--- src/rtl/stage_reg_pkg.sv ---
// Shared constants for the pipeline stage registers: exception codes,
// default reset PC and T_new encodings per instruction class.
// Pure declarations; no logic, no latency, no flow control.
package stage_reg_pkg;

  // Default PC after reset and flush (boot vector).
  localparam logic [31:0] DEFAULT_RESET_PC = 32'h0000_3000;

  // ExcCode values. Code 0 doubles as "no exception" inside the pipe.
  localparam logic [4:0] EXC_INT  = 5'd0;
  localparam logic [4:0] EXC_ADEL = 5'd4;
  localparam logic [4:0] EXC_ADES = 5'd5;
  localparam logic [4:0] EXC_RI   = 5'd10;
  localparam logic [4:0] EXC_OV   = 5'd12;

  // T_new at the D/E boundary per instruction class.
  localparam logic [1:0] TNEW_ALU  = 2'd1;
  localparam logic [1:0] TNEW_LOAD = 2'd2;

endpackage

--- src/rtl/stage_reg_exc_merge.sv ---
// Exception priority merge: earlier-stage code wins over the local one.
// Combinational, zero latency; no flow control.
// Ports: valid_in, exc_in, exc_local -> exc_merged (0 when invalid), kill.
module stage_reg_exc_merge #(
  parameter int EXC_W = 5
) (
  input  logic             valid_in,
  input  logic [EXC_W-1:0] exc_in,
  input  logic [EXC_W-1:0] exc_local,
  output logic [EXC_W-1:0] exc_merged,
  output logic             kill
);

  logic [EXC_W-1:0] exc_sel;

  // An exception raised upstream is older than one raised here.
  assign exc_sel    = (exc_in != '0) ? exc_in : exc_local;
  assign exc_merged = valid_in ? exc_sel : '0;
  // kill: a valid instruction carries an exception and must not retire.
  assign kill       = valid_in && (exc_sel != '0);

endmodule

--- src/rtl/stage_reg.sv ---
// Pipeline stage register with hazard/exception fields; priority
// reset > flush > hold > bubble > load. Latency 1 cycle, fwd_ok comb.
// Backpressure: hold freezes every field; bubble empties but keeps PC/BD.
// Ports: clk, reset, flush, hold, bubble; *_in captured to *_out;
//        exc_in/exc_local merged to exc_out; fwd_ok = forwarding source valid.
module stage_reg
  import stage_reg_pkg::*;
#(
  parameter int          PAYLOAD_W = 96,
  parameter int          EXC_W     = 5,
  parameter int          TNEW_W    = 2,
  parameter bit          DEC_TNEW  = 1'b1,
  parameter logic [31:0] RESET_PC  = DEFAULT_RESET_PC
) (
  input  logic                 clk,
  input  logic                 reset,
  input  logic                 flush,
  input  logic                 hold,
  input  logic                 bubble,
  input  logic                 valid_in,
  input  logic [31:0]          pc_in,
  input  logic                 bd_in,
  input  logic [EXC_W-1:0]     exc_in,
  input  logic [EXC_W-1:0]     exc_local,
  input  logic [TNEW_W-1:0]    tnew_in,
  input  logic [4:0]           a3_in,
  input  logic                 we_in,
  input  logic [PAYLOAD_W-1:0] payload_in,
  output logic                 valid_out,
  output logic [31:0]          pc_out,
  output logic                 bd_out,
  output logic [EXC_W-1:0]     exc_out,
  output logic [TNEW_W-1:0]    tnew_out,
  output logic [4:0]           a3_out,
  output logic                 we_out,
  output logic [PAYLOAD_W-1:0] payload_out,
  output logic                 fwd_ok
);

  logic                 valid_q, bd_q, we_q;
  logic [31:0]          pc_q;
  logic [EXC_W-1:0]     exc_q;
  logic [TNEW_W-1:0]    tnew_q;
  logic [4:0]           a3_q;
  logic [PAYLOAD_W-1:0] payload_q;

  logic [EXC_W-1:0]     exc_d;
  logic                 kill;
  logic                 we_d;
  logic [4:0]           a3_d;
  logic [TNEW_W-1:0]    tnew_d;

  stage_reg_exc_merge #(.EXC_W(EXC_W)) u_exc_merge (
    .valid_in  (valid_in),
    .exc_in    (exc_in),
    .exc_local (exc_local),
    .exc_merged(exc_d),
    .kill      (kill)
  );

  // Excepting instructions never write the GRF; a3 is zeroed whenever no
  // write happens so the hazard unit can compare a3 alone.
  assign we_d = we_in && valid_in && !kill;
  assign a3_d = we_d ? a3_in : 5'd0;

  generate
    if (DEC_TNEW) begin : g_dec
      assign tnew_d = (tnew_in == '0) ? '0 : tnew_in - TNEW_W'(1);
    end else begin : g_pass
      assign tnew_d = tnew_in;
    end
  endgenerate

  always_ff @(posedge clk) begin
    if (reset || flush) begin
      valid_q   <= 1'b0;
      pc_q      <= RESET_PC;
      bd_q      <= 1'b0;
      exc_q     <= '0;
      tnew_q    <= '0;
      a3_q      <= '0;
      we_q      <= 1'b0;
      payload_q <= '0;
    end else if (hold) begin
      // Freeze: every register keeps its value.
    end else if (bubble || !valid_in) begin
      // PC/BD still advance so EPC stays correct across a stall.
      valid_q   <= 1'b0;
      pc_q      <= pc_in;
      bd_q      <= bd_in;
      exc_q     <= '0;
      tnew_q    <= '0;
      a3_q      <= '0;
      we_q      <= 1'b0;
      payload_q <= '0;
    end else begin
      valid_q   <= 1'b1;
      pc_q      <= pc_in;
      bd_q      <= bd_in;
      exc_q     <= exc_d;
      tnew_q    <= tnew_d;
      a3_q      <= a3_d;
      we_q      <= we_d;
      payload_q <= payload_in;
    end
  end

  assign valid_out   = valid_q;
  assign pc_out      = pc_q;
  assign bd_out      = bd_q;
  assign exc_out     = exc_q;
  assign tnew_out    = tnew_q;
  assign a3_out      = a3_q;
  assign we_out      = we_q;
  assign payload_out = payload_q;
  assign fwd_ok      = valid_q && we_q && (a3_q != 5'd0) && (tnew_q == '0);

endmodule
--- config.mk ---
export PLATFORM = sky130hd
export DESIGN_NAME = stage_reg
export DESIGN_NICKNAME = d
export VERILOG_FILES = /design/src/rtl/stage_reg_pkg.sv /design/src/rtl/stage_reg_exc_merge.sv /design/src/rtl/stage_reg.sv
export SDC_FILE = /design/constraint.sdc
export NUM_CORES = 1
export LEC_CHECK = 0
export BUFFER_PORTS_ARGS = -buffer_cell sky130_fd_sc_hd__buf_2
export CAP_MARGIN = 10
export CORE_ASPECT_RATIO = 0.5
export CORE_MARGIN = 5
export CORE_UTILIZATION = 35
export DETAILED_ROUTE_END_ITERATION = 16
export GPL_TIMING_DRIVEN = 0
export PLACE_DENSITY = 0.67
export SLEW_MARGIN = 10
export SYNTH_ARGS = -nofsm -noshare
export SYNTH_HDL_FRONTEND = slang
export SYNTH_SLANG_ARGS = --single-unit
--- constraint.sdc ---
create_clock -name clk -period 3.7 [get_ports clk]
set_input_delay 1.11 -clock clk [delete_from_list [all_inputs] [get_ports clk]]
set_output_delay 1.11 -clock clk [all_outputs]
set_load 0.01 [all_outputs]
==> results.yml, run 1 <==
outcome:
  status: "finished, final reports clean"
synthesis:
  synth_top_area_share_pct: 57.07
  synth-seq-area-share_pct: 57.07
  synth_fp_nets: 655
  netlist_instances: 502
  synth_area_leader_cell: "dfxtp_1"
  synth_flop_cell: "dfxtp_1"
  ys_top_cells_by_area: "dfxtp_1, a22oi_1, nor2_1"
  syn_area_per_cell_um2: 9.992
  yosys_register_bits: 143
  synth_most_common_cell: "dfxtp_1"
  syn_area_um2: 5016
  synth.distinct_cells: 28
  yosys_warnings: 0
  netlist_top_cells_count: "dfxtp_1, nor2_1, a22oi_1"
  async_flop_share_pct: 0
  synth_edf_count: 0
sta:
  setup_violations: 0
  whs_ns: 0.4728
  grt_setup_unrepaired: "false"
  relSlewSlack_pct: 53.07
  timing_hold_violations_final: 0
  tightest_slew_ns: 0.7024
  finalSetupTns_ns: 0
  period_needed_ns: 2.671
  period_share_pct: 72.18
  fmax_ghz: 0.3745
  finalMaxSlewViolations: 0
  skew_ns: 0
cts:
  numCtsBuffers: 17
  htreeDepth: 4
  cts_resized: 0
  clk_latency_ns: 0.40
  clk_pin_slew_ns: 0.06
  cts_tree: "done"
  root_buffer: "clkbuf_16"
  hold_buffers: 0
  cts_setup_buffers: 0
  cts.sinks: 143
  clockBufferDepth: 2
cells_and_area:
  nets: 970
  drive_above_1_share_pct: 44.22
  final_cells: 1022
  stdcell_area_um2: 7355
  ff_latch_area_um2: 2863
  antenna_cells: 0
  multi_input_area_um2: 1864
  nFillCells: 1340
  syn2layout_area_growth_pct: 46.62
place:
  dp_cells: 990
  hpwl_mm: 12.59
  place_area_um2: 6738
  placement.io_buffers: 296
  gp_congestion: 0.7955
drt:
  post-route-drc-count: 0
  routed_wl_mm: 16.36
  route.detailed.wl_per_inst_um: 16.01
  dr_total_vias: 4799
  vias_per_cell: 4.696
  route.antenna.remaining_nets: 0
  drtPass1Iterations: 4
  drtIter0Drc: 172
grt:
  grt_max_degree: 17
  antenna_found_initial: 0
  grt_pass1_wl_mm: 24.52
  first_global_vias: 4869
  grtUsageTotal_pct: 18.32
  overflow: 0
floorplanning:
  io_pins: 297
  die-area_um2: 16970
  std_cell_rows: 30
  coreArea_um2: 13780
  die_w_um: 179.3
  fp.dieH_um: 94.65
  start_util_pct: 36.41
power:
  seq_power_share_pct: 43.3
  power.switching_w: 0.0008516
  finalPower_w: 0.003643
  power.ir.vdd_worst_uv: 294.2
  switching_share_pct: 23.38
  power_per_cell_area_nw_per_um2: 495.3
  power_leakage_nw: 3.584
  power.share.clock_pct: 48.8
  p_int_w: 0.002791
  pwr-share-comb_pct: 7.9
critical_path:
  crit_path_start_kind: "flop"
  arrival_ns: 1.56
  end_kind: "primary output"
  critPathKind: "flop to primary output"
  worstPathRequired_ns: 2.59
  crit_path_max_fanout: 3
job:
  maxCapViolations: 0
worst_hold_path:
  hp-class: "flop to flop"
[layer usage]
layer	vias up	GRT usage, %	wire length [um]
met5	-	0	0
met4	0	5.953	265
met3	20	3.920	793
met2	126	33.15	8447
met1	2261	21.84	6858
li1	2392	-	-
[worst paths after layout]
check | from | endpoint | slack [ns] | depth (start not counted)
worst max-delay path | a3_out[0] | fwd_ok | 1.03 | 4
worst max register to register | payload_out[82] | payload_out[82] | 3.02 | 2
worst min-delay path | exc_out[3] | exc_out[3] | 0.47 | 2
worst min register to register | exc_out[3] | exc_out[3] | 0.47 | 2
[cell usage in the layout (no fill, tap or decap), drive strengths merged]
master,Yosys,routed
a21oi,3,3
a22o,1,1
a22oi,96,96
a31oi,4,4
a32oi,1,1
buf,29,325
bufinv,0,3
clkbuf,12,30
clkinv,0,5
clkinvlp,0,1
dfxtp,143,143
inv,9,14
mux2i,33,33
nand2,11,11
nand3,5,5
nand3b,1,1
nand4,1,1
nor2,131,131
nor3,2,2
nor3b,3,3
nor4,2,2
o21ai,6,6
o31ai,5,5
or2,3,3
or4,1,1
[logic make-up after synthesis]
family                 count (synthesis)  share of synthesized area, %
flip-flops                           143                         57.07
buffers and inverters                 50                         5.762
AND/OR/NAND/NOR                      160                         13.22
AO/OA/AOI/OAI                        116                         17.36
multiplexers                          33                         6.585
[layout make-up]
| type | count | area share (%) |
|---|---|---|
| multi-input combinational | 309 | 25.35 |
| clock buffer | 18 | 5.971 |
| timing repair buffer | 296 | 20.14 |
| buffer | 41 | 3.471 |
| tap | 192 | 3.266 |
| sequential | 143 | 38.92 |
| inverter | 9 | 0.4593 |
| clock inverter | 14 | 2.416 |
[power by group through the flow]
| stage | Clock [W] | Sequential (W) | Combinational, W |
|---|---|---|---|
| after CTS | 0.00182 | 0.00158 | 0.000290 |
| after detailed placement | 0 | 0.00161 | 0.000289 |
| after global placement | 0 | 0.00161 | 0.000284 |
| after global routing | 0.00189 | 0.00158 | 0.000317 |
| final | 0.00178 | 0.00158 | 0.000286 |
| after floorplan | 0 | 0.00162 | 0.000128 |
[sequential cells by signal, summed over array words and instances (netlist names)]
register	flops
tnew_out	2
a3_out	5
bd_out	1
we_out	1
valid_out	1
payload_out	96
pc_out	32
exc_out	5
[worst max-delay path, stage by stage, from the launching register on]
cell     delay, ns
dfxtp_1       0.33
or4_1         0.53
nor2_1        0.11
nor4_1        0.05
buf_2         0.15
[per-stage QoR]
stage          setup WS, ns  utilization [%]
5_1_grt              0.9410            53.39
4_1_cts               1.000            53.39
6_report              1.029            53.39
3_3_place_gp          1.246            48.91
2_1_floorplan         1.592                -
3_5_place_dp          1.268            48.91
Note: power is estimated with default switching activity, not from simulation.
==> inputs of run 2 (changes only) <==
ABC_AREA = 1   (was unset)
PLACE_DENSITY = 0.69   (was 0.67)
clock period = 2.2 ns   (was 3.7 ns; I/O delays follow)
==> run 2 against run 1 <==
  * Clock skew stayed put
  * Via count increased by 12%
  * Synthesized area increased by 1.6%
  * Sequential power grew 68%
  * Final area grew 0.80%
  * Register-to-register slack got worse by 1.5 ns
==> results.yml, run 2 <==
outcome:
  status: "finished, final reports clean"
cts:
  cts.sinks: 143
  cts_setup_buffers: 0
  cts_resized: 0
  root_buffer: "clkbuf_16"
  htreeDepth: 4
  numCtsBuffers: 17
  clockBufferDepth: 2
  hold_buffers: 0
  clk_pin_slew_ns: 0.06
  cts_tree: "done"
  clk_latency_ns: 0.39
synthesis:
  netlist_top_cells_count: "nand2_1, dfxtp_1, a21oi_1"
  synth_top_area_share_pct: 56.19
  async_flop_share_pct: 0
  synth-seq-area-share_pct: 56.19
  synth_flop_cell: "dfxtp_1"
  synth_fp_nets: 804
  synth_most_common_cell: "nand2_1"
  syn_area_per_cell_um2: 7.826
  synth_area_leader_cell: "dfxtp_1"
  synth.distinct_cells: 21
  synth_edf_count: 0
  yosys_warnings: 0
  syn_area_um2: 5095
  ys_top_cells_by_area: "dfxtp_1, nand2_1, a21oi_1"
  netlist_instances: 651
  yosys_register_bits: 143
grt:
  grtUsageTotal_pct: 18.21
  grt_use_met1_pct: 21.84
  grt_pass1_wl_mm: 25.48
  grt.busiest_layer: "met2"
  antenna_found_initial: 0
  grt_max_degree: 17
  overflow: 0
  first_global_vias: 5128
  use_met3_pct: 3.773
  grtUsageMet2_pct: 32.93
place:
  place_area_um2: 6819
  placement.io_buffers: 295
  pre_cts_slack_ns: 0.2710
  hpwl_mm: 12.93
  gp_congestion: 0.7951
  dp_cells: 1144
critical_path:
  arrival_ns: 1.26
  crit_path_max_fanout: 3
  crit_start: "a3_out[1]"
  critPathKind: "flop to primary output"
  crit_path_start_kind: "flop"
  worstPathRequired_ns: 1.54
  end_kind: "primary output"
  r2r-start: "valid_out"
floorplanning:
  std_cell_rows: 31
  start_util_pct: 35.50
  fp.dieH_um: 95.32
  die-area_um2: 17220
  coreArea_um2: 14350
  io_pins: 297
  die_w_um: 180.6
cells_and_area:
  nFillCells: 1414
  layout_commonest_cell: "buf_2"
  antenna_cells: 0
  syn2layout_area_growth_pct: 45.51
  stdcell_area_um2: 7413
  drive_above_1_share_pct: 36.37
  largest_reg_flops: 96
  nets: 1118
  final_cells: 1174
  final_cell_mix: "buf_2, nand2_1, dfxtp_1, a21oi_1, clkbuf_1"
worst_hold_path:
  min_from: "payload_out[64]"
  hp-class: "flop to flop"
power:
  power_leakage_nw: 3.396
  power.ir.vdd_worst_uv: 601.6
  power_per_cell_area_nw_per_um2: 807.7
sta:
  relSlewSlack_pct: 69.34
  finalSetupTns_ns: 0
  finalMaxSlewViolations: 0
  period_needed_ns: 1.922
  period_share_pct: 87.38
  grt_setup_unrepaired: "false"
  timing_hold_violations_final: 0
  skew_ns: 0
  setup_violations: 0
  fmax_ghz: 0.5202
  tightest_slew_ns: 0.4599
  finalWorstSetupSlack_ns: 0.2777
drt:
  post-route-drc-count: 0
  vias_per_cell: 4.567
  route.detailed.wl_per_inst_um: 14.17
  drtPass1Iterations: 4
  route.antenna.remaining_nets: 0
  routed_wl_mm: 16.64
  dr_total_vias: 5362
  drtIter0Drc: 227
job:
  maxCapViolations: 0
## run 2: cell types whose count changed in the layout (fill, tap and decap cells not counted), sizes merged, moves of 7 or more
cell	before	now
clkbuf	30	43
a22oi	96	0
buf	325	316
nand2	11	281
mux2i	33	0
nand4	1	8
nor2	131	11
a21oi	3	141
## run 2: stage by stage
stage | util (%) | hold slack, ns | power (W)
3_3_place_gp | 47.52 | 0.4430 | 0.003157
3_5_place_dp | 47.52 | 0.4523 | 0.003162
5_1_grt | 51.66 | 0.4781 | 0.006229
2_1_floorplan | - | 0.4805 | 0.002916
6_report | 51.66 | 0.4592 | 0.005988
4_1_cts | 51.66 | 0.4635 | 0.006060
## run 2: layout make-up
cell class              count  area, um^2  share of cell area (%)
plain buffers              45       255.2                   3.443
inverters                  11       43.79                  0.5907
repair buffers            295        1476                   19.92
clock inverters            11       141.4                   1.907
flip-flops and latches    143        2863                   38.62
clock buffers              19       452.9                   6.110
well taps                 198       247.7                   3.342
multi-input cells         452        1933                   26.08
## run 2: worst paths after layout
kind / to / depth (start not counted) / slack (ns)
min reg2reg: payload_out[64] / 2 / 0.46
max reg2reg: valid_out / 2 / 1.53
min: payload_out[64] / 2 / 0.46
max: fwd_ok / 5 / 0.28
## run 2: cells by family (layout without fill, tap and decap cells)
| kind of cell | after synthesis | after routing | synth area share, % |
|---|---|---|---|
| AO/OA/AOI/OAI | 143 | 143 | 14.17 |
| buffers and inverters | 56 | 381 | 5.870 |
| flip-flops | 143 | 143 | 56.19 |
| AND/OR/NAND/NOR | 309 | 309 | 23.77 |
## run 2: critical path, stage by stage, from the launching register on
cell,delay [ns]
dfxtp_1,0.32
nor3_1,0.22
nand2_1,0.08
nand4_1,0.08
inv_1,0.04
buf_2,0.13
## run 2: per-layer routing
layer,wire length (um),share of wire [%],vias up
met2,8497,51,130
met1,7064,42,2487
met5,0,0,-
li1,-,-,2717
met3,721,4.3,28
met4,357,2.1,0
## run 2: power by group
part | internal (W) | switching, W
combinational | 0.000191 | 0.000258
sequential | 0.00263 | 0.0000204
clock | 0.00182 | 0.00106
==> inputs of run 3 (changes only) <==
--- a/config.mk
+++ b/config.mk
@@ -9,5 +9,4 @@
 export BUFFER_PORTS_ARGS = -buffer_cell sky130_fd_sc_hd__buf_2
 export CAP_MARGIN = 10
-export CORE_ASPECT_RATIO = 0.5
 export CORE_MARGIN = 5
 export CORE_UTILIZATION = 35
==> constraint.sdc (replaced) <==
create_clock -name clk -period 2.2 [get_ports clk]
set_input_delay 0.44 -clock clk [delete_from_list [all_inputs] [get_ports clk]]
set_output_delay 0.44 -clock clk [all_outputs]
set_load 0.01 [all_outputs]
==> run 3 against run 2 <==
  * Utilization is 0.28 points lower
  * Wire length increased by 4.5%
  * Final cell count decreased by 1.0%
  * Sequential share of layout area barely moved
  * Power grew 1.2%
  * Clock skew is the same
  * Non-clock buffer count unchanged
  * Die area fell by 0.85%
  * Fmax rose by 13%
  * Critical path type unchanged
  * Highest routed layer is now met5
==> results.yml, run 3 (synthesized netlist as in run 2, its figures left out) <==
critical_path:
  worstPathRequired_ns: 1.76
  crit_path_max_fanout: 3
  crit_start: "a3_out[2]"
  reg2reg_to: "payload_out[23]"
  end_kind: "primary output"
  r2r-start: "payload_out[23]"
  crit_path_start_kind: "flop"
  ff2ff_setup_slack_ns: 1.46
  critPathKind: "flop to primary output"
  r2r_cells: 2
  arrival_ns: 1.26
grt:
  antenna_found_initial: 2
  overflow: 0
  use_met3_pct: 8.902
  grt_max_degree: 17
  first_global_vias: 5036
  grt.busiest_layer: "met2"
  grtUsageMet2_pct: 32.18
  grt_use_met1_pct: 21.48
  grtUsageTotal_pct: 19.60
  grt_pass1_wl_mm: 25.71
cells_and_area:
  drive_above_1_share_pct: 36.30
  largest_reg_flops: 96
  nFillCells: 1472
  stdcell_area_um2: 7411
  final_util_pct: 51.38
  final_cell_mix: "buf_2, nand2_1, dfxtp_1, a21oi_1, clkbuf_1"
  antenna_cells: 0
  layout_commonest_cell: "buf_2"
  nets: 1118
  syn2layout_area_growth_pct: 45.46
sta:
  fmax_ghz: 0.5880
  period_share_pct: 77.30
  setup_violations: 0
  period_needed_ns: 1.701
  finalMaxSlewViolations: 0
  tightest_slew_ns: 0.5275
  relSlewSlack_pct: 64.70
  skew_ns: 0
  grt_setup_unrepaired: "false"
  whs_ns: 0.2265
  finalSetupTns_ns: 0
  timing_hold_violations_final: 0
drt:
  routed_wl_mm: 17.40
  vias_per_cell: 4.607
  post-route-drc-count: 0
  drtPass1Iterations: 4
  route.detailed.wl_per_inst_um: 14.97
  route.antenna.remaining_nets: 0
  drtIter0Drc: 166
  dr_total_vias: 5353
cts:
  clockBufferDepth: 2
  cts_setup_buffers: 0
  cts.sinks: 143
  cts_resized: 0
  root_buffer: "clkbuf_16"
  numCtsBuffers: 17
  clk_pin_slew_ns: 0.06
  cts_tree: "done"
  hold_buffers: 0
  htreeDepth: 4
  clk_latency_ns: 0.41
power:
  power_leakage_nw: 3.410
  power_per_cell_area_nw_per_um2: 817.9
  power.ir.vdd_worst_uv: 520.0
floorplanning:
  die-area_um2: 17070
  std_cell_rows: 44
  start_util_pct: 35.32
  io_pins: 297
  die_w_um: 130.7
  coreArea_um2: 14420
  fp.dieH_um: 130.7
outcome:
  status: "finished, final reports clean"
worst_hold_path:
  hold_depth: 3
  hp-class: "input pin to flop"
  min_to: "pc_out[13]"
  min_from: "pc_in[13]"
place:
  hpwl_mm: 13.30
  gp_congestion: 0.8165
  place_area_um2: 6802
  placement.io_buffers: 295
job:
  maxCapViolations: 0
run 3: cell types whose count changed in the layout (fill, tap and decap cells not counted):
cell / before / now
clkbuf_1: 24 / 26
clkinvlp_4: 3 / 1
clkbuf_8: 2 / 3
clkinv_4: 1 / 2
run 3: metal layers:
metal | up-vias | wire (um)
met4 | 4 | 336
met1 | 2372 | 6808
met5 | - | 21
li1 | 2723 | -
met3 | 30 | 2015
met2 | 224 | 8214
run 3: area by class of cell:
cell class | count | area, um^2 | area share [%]
buffer | 45 | 255.2 | 3.444
clock buffer | 22 | 474.2 | 6.399
clock inverter | 10 | 135.1 | 1.823
inverter | 11 | 43.79 | 0.5909
multi-input combinational | 452 | 1933 | 26.08
sequential | 143 | 2863 | 38.63
tap | 184 | 230.2 | 3.107
timing repair buffer | 295 | 1476 | 19.92
run 3: worst max path at each step:
stage               slack [ns]    endpoint  cells after the start
global placement          0.51   a3_out[0]                      6
finish                    0.50      fwd_ok                      5
floorplan                 0.95   a3_out[0]                      8
CTS                       0.44      fwd_ok                      5
detailed placement        0.50  exc_out[2]                      6
global route              0.38      fwd_ok                      5
run 3: power by group:
part	internal (W)	switching (W)	leakage [nW]
Sequential	0.00263	0.0000205	1.16
Combinational	0.000191	0.000262	1.95
Clock	0.00187	0.00109	0.300
run 3: critical path: stages, from the launching register on:
cell and delay (ns):
dfxtp_1 0.33, nor3_1 0.20, nand2_1 0.07, nand4_1 0.07, inv_1 0.04, buf_2 0.14
run 3: metrics by stage:
step	setup WS, ns	instances	power, W
after floorplan	0.9511	651	0.002916
after global placement	0.5150	1130	0.003167
after detailed placement	0.4976	1130	0.003169
after CTS	0.4386	1162	0.006124
after global routing	0.3848	1162	0.006284
final	0.4994	1162	0.006062
